<file path="config.mk">
export PLATFORM = sky130hd
export DESIGN_NAME = pixel_stream_packer
export DESIGN_NICKNAME = d
export VERILOG_FILES = /design/src/rtl/pixel_stream_packer.sv
export SDC_FILE = /design/constraint.sdc
export NUM_CORES = 1
export LEC_CHECK = 0
export BUFFER_PORTS_ARGS = -buffer_cell sky130_fd_sc_hd__buf_2
export CORE_ASPECT_RATIO = 0.5
export CORE_UTILIZATION = 35
export DETAILED_ROUTE_END_ITERATION = 7
export MAX_ROUTING_LAYER = met4
export PLACE_DENSITY = 0.46
export SLEW_MARGIN = 20
export SYNTH_ARGS = -nofsm -noshare
export SYNTH_HDL_FRONTEND = slang
export SYNTH_SLANG_ARGS = --single-unit
</file>
<file path="constraint.sdc">
create_clock -name clk -period 3 [get_ports clk]
set_clock_uncertainty 0.15 [all_clocks]
set_input_delay 0.3 -clock clk [delete_from_list [all_inputs] [get_ports clk]]
set_output_delay 0.3 -clock clk [all_outputs]
set_load 0.1 [all_outputs]
</file>
<file path="src/rtl/pixel_stream_packer.sv">
// Turns pixel_top's read/data_out samples into intensity pixels tagged with frame position,
// buffered in a small FIFO and offered on a valid/ready stream.
module pixel_stream_packer #(
    parameter int array_width   = 100,
    parameter int array_height  = 100,
    parameter int counter_width = 8,
    parameter int fifo_depth    = 16
) (
    input  logic                          clk,
    input  logic                          reset,
    input  logic                          read,
    input  logic [counter_width-1:0]      data_out,
    input  logic                          pix_ready,
    output logic                          pix_valid,
    output logic [counter_width-1:0]      pix_data,
    output logic                          pix_sof,
    output logic                          pix_eol,
    output logic                          pix_eof,
    output logic [$clog2(fifo_depth):0]   fifo_level,
    output logic                          overflow,
    output logic [15:0]                   frame_count
);
    localparam int col_w   = $clog2(array_width);
    localparam int row_w   = $clog2(array_height);
    localparam int ptr_w   = $clog2(fifo_depth);
    localparam int entry_w = counter_width + 3;

    localparam logic [col_w-1:0]         col_last   = col_w'(array_width - 1);
    localparam logic [row_w-1:0]         row_last   = row_w'(array_height - 1);
    localparam logic [ptr_w:0]           level_full = (ptr_w + 1)'(fifo_depth);
    localparam logic [counter_width-1:0] code_max   = '1;

    logic [col_w-1:0]   col;
    logic [row_w-1:0]   row;
    logic [entry_w-1:0] mem [fifo_depth];
    logic [ptr_w-1:0]   wr_ptr;
    logic [ptr_w-1:0]   rd_ptr;
    logic [ptr_w:0]     level;
    logic               full;
    logic               pop;
    logic               push;
    logic               tag_sof;
    logic               tag_eol;
    logic               tag_eof;
    logic [entry_w-1:0] entry;
    logic [entry_w-1:0] head;

    always_comb begin
        tag_sof = (col == '0) && (row == '0);
        tag_eol = (col == col_last);
        tag_eof = tag_eol && (row == row_last);
        entry   = {tag_eof, tag_eol, tag_sof, code_max - data_out};
        full    = (level == level_full);
        pop     = (level != '0) && pix_ready;
        // A pop in the same cycle frees the slot, so a full FIFO still accepts the sample.
        push    = read && (!full || pop);
    end

    always_ff @(posedge clk) begin
        if (reset) begin
            col         <= '0;
            row         <= '0;
            wr_ptr      <= '0;
            rd_ptr      <= '0;
            level       <= '0;
            overflow    <= 1'b0;
            frame_count <= '0;
        end else begin
            // Position advances on every read, stored or dropped, to keep frame alignment.
            if (read) begin
                if (col == col_last) begin
                    col <= '0;
                    row <= (row == row_last) ? '0 : row + 1'b1;
                end else begin
                    col <= col + 1'b1;
                end
            end
            if (push) wr_ptr <= wr_ptr + 1'b1;
            if (pop)  rd_ptr <= rd_ptr + 1'b1;
            case ({push, pop})
                2'b10:   level <= level + 1'b1;
                2'b01:   level <= level - 1'b1;
                default: level <= level;
            endcase
            if (read && !push)    overflow    <= 1'b1;
            if (push && tag_eof)  frame_count <= frame_count + 1'b1;
        end
    end

    always_ff @(posedge clk) begin
        if (!reset && push) mem[wr_ptr] <= entry;
    end

    assign head       = mem[rd_ptr];
    assign pix_valid  = (level != '0);
    assign pix_data   = pix_valid ? head[counter_width-1:0] : '0;
    assign pix_sof    = pix_valid & head[counter_width];
    assign pix_eol    = pix_valid & head[counter_width+1];
    assign pix_eof    = pix_valid & head[counter_width+2];
    assign fifo_level = level;
endmodule

</file>
==> flow_metrics.tcl <==
set metrics [dict create \
    status "finished, final reports clean" \
    ctsHoldBuffers 0 \
    cts_max_path_buffers 3 \
    tns_ns 0 \
    relSlewSlack_pct 61.75 \
    clk_pin_slew_ns 0.06 \
    syn2layout_area_growth_pct 20.01 \
    synth_ff_type "edfxtp_1" \
    cts_buffers 22 \
    fmax_ghz 0.3553 \
    rsz0062_at_grt "no" \
    reg2reg_to "fifo_level[4]$_SDFFE_PP0P_" \
    synth_fa_ha_area_share_pct 1.996 \
    drive_above_1_share_pct 30.05 \
    r2r_slack_ns 0.21 \
    start_util_pct 35.96 \
    startpoint_type "flop" \
    synthCells 563 \
    muxShareOfSynthArea_pct 13.96 \
    grt-ovfl-total 0 \
    cts_tree "yes" \
    hold_class "in2reg" \
    hold_start "pix_ready" \
    routabilityCongestion 0.7432 \
    cp.arrival_ns 2.36 \
    cpPeakStageDelay_ns 0.51 \
    drt_wl_total_mm 19.64 \
    dpl.hpwl_mm 12.14 \
    fin_crit_sh_pct 93.83 \
    worstPathRequired_ns 2.55 \
    synth_top_family_by_area "multiplexers" \
    ys_ff_latch 224 \
    num_rows 41 \
    yosys_warnings 0 \
    crit_path_end_kind "output port" \
    min_period_ns 2.815 \
    worstMarginPinSlew_ns 0.5738 \
    n_antenna_cell 0 \
    grt_pass1_vias 4874 \
    syn_nets 589 \
    placed_area_mm2 0.01013 \
    synthArstFlopShare_pct 0 \
    cpMaxStageDelayCell "mux4_2" \
    grt_first_pass_wirelength_mm 29.88 \
    synth_compound_area_share_pct 3.309 \
    seq_area_frac_synth_pct 68.26 \
    die_h_um 116.3 \
    core_area_mm2 0.02544 \
    r2r_start "fifo_level[0]$_SDFFE_PP0P_" \
    gr-usage-all-layers_pct 15.75 \
    root_buffer "clkbuf_16" \
    fin_area_mm2 0.01098 \
    hold_viol 0 \
    grt_start_max_net_pins 43 \
    synth_area_leaders "edfxtp_1 (58%), mux4_2 (11%), dfxtp_1 (11%)" \
    power_leakage_nw 3.717 \
    vdd_drop_max_uv 463.1 \
    reg2regPathDepth 10 \
    drv_cap 0 \
    cts_max_level 1 \
    nNetsFinal 669 \
    wl_per_cell_um 19.58 \
    io_pins 46 \
    path_cells "buf_6 > mux4_2 > mux2i_1 > o22ai_4 > buf_2" \
    drc_errors 0 \
    worstSetupPathType "reg2out" \
    drt-initial-drc-count 269 \
    drtPass1Iterations 4 \
    synth_simple_gate_area_share_pct 8.013 \
    numPortBuffers 45 \
    clk_latency_ns 0.50 \
    synth_area_mm2 0.009150 \
    synthXorXnorAreaFrac_pct 2.297 \
    numClockSinks 224 \
    dieWidth_um 230.7 \
    synth_edf_count 176 \
    post_synth_num_cell_types 51 \
    whs_ns 0.02834 \
    power.density_mw_per_mm2 875.6 \
    critPathMaxFanout 9 \
    setup_viol 0 \
    ant_nets 0 \
    via_per_inst 4.916 \
    synth_top_cell_area_share_pct 57.76 \
    dr_total_vias 4931 \
    finalMaxSlewViolations 0 \
    die_area_mm2 0.02683 \
    avgSynthCellArea_um2 16.25 \
    synth_top_cell_by_area "edfxtp_1" \
    antenna_found_initial 0 \
    crit_path_end "pix_sof" \
]
sequential cells by signal, indices dropped and copies added, names as in the netlist, named ones only:
register / count
mem: 176
frame_count: 16
col: 7
row: 7
fifo_level: 5
rd_ptr: 4
wr_ptr: 4
overflow: 1
power by group:
part | internal, mW | leakage (nW) | switching (mW)
Sequential | 3.43 | 2.00 | 0.125
Clock | 1.82 | 0.387 | 1.15
Combinational | 1.09 | 1.33 | 1.99
stage by stage:
stage	power (mW)	worst slack, ns	instances	util (%)
floorplan	6.045	0.00009526	563	-
global placement	6.647	0.2309	958	39.80
detailed placement	6.650	0.2330	958	39.80
CTS	9.701	0.01569	998	42.97
global route	10.02	0.05233	1003	43.16
finish	9.615	0.1852	1003	43.16
metal layers:
metal	wire length, um	GRT usage, %	up-vias
met5	0	-	-
met4	354	3.223	0
met3	646	3.125	27
met2	8952	24.46	64
met1	9687	21.61	2506
li1	-	-	2334
synth_stat cells, types with 8 or more instances:
cell type and count:
edfxtp_1 176, dfxtp_1 48, nor2_1 47, mux4_2 44, mux2i_1 26, nand2_1 23
inv_1 20, a21oi_1 15, xor2_1 15, ha_1 13, nand4_1 13, clkbuf_1 12
o22ai_1 11, xnor2_1 9, buf_2 8, or3_1 8
how the worst min path moves through the flow:
stage                                 end  cells past startpoint
floorplan             row[5]$_SDFFE_PP0P_                      2
CTS                                  flop                      4
finish                               flop                      4
detailed placement  overflow$_SDFFE_PP0P_                      2
global route                         flop                      4
global placement    overflow$_SDFFE_PP0P_                      2
worst max-delay path: cells and delay by family (launching register included):
family	cells	cell delay (ns)
flops	1	0.44
compound gates	1	0.12
mux	2	0.79
buf+inv	2	0.52
what timing repair did:
action,in CTS,in global routing
pin swaps,0,1
buffers inserted,0,5
gates resized for setup,8,3
endpoints found under the setup margin,7,10
area by class of cell:
cell class                      instances  area [um^2]
Fill cell                            2323        14460
Sequential cell                       224         6260
Multi-Input combinational cell        293         2875
Clock buffer                           24        579.3
Timing Repair Buffer                   82        558.0
Tap cell                              344        430.4
Clock inverter                         16        202.7
Inverter                               20        75.07
logic make-up (layout without fill, tap and decap cells):
kind of cell,after synthesis,in the layout
AOI/OAI and AO/OA,46,46
and+or+nand+nor,137,137
muxes,72,72
buffers and inverters,46,142
xor gates and xnor gates,24,24
adders and majority gates,14,14
DFF,224,224
cell usage in the layout (no fill, tap or decap), types with 6 or more instances in the layout:
cell and instances:
edfxtp_1 176, nor2_1 47, mux4_2 44, dfxtp_1 41, buf_2 41, buf_4 36
nand2_1 23, clkbuf_16 23, mux2i_1 22, inv_1 20, a21oi_1 15, xor2_1 15
nand4_1 13, ha_1 13, o22ai_4 11, xnor2_1 9, or3_1 8, o21ai_0 7
nor3_1 7, nand3_1 6
No activity file was read; power rests on OpenSTA's default activity.
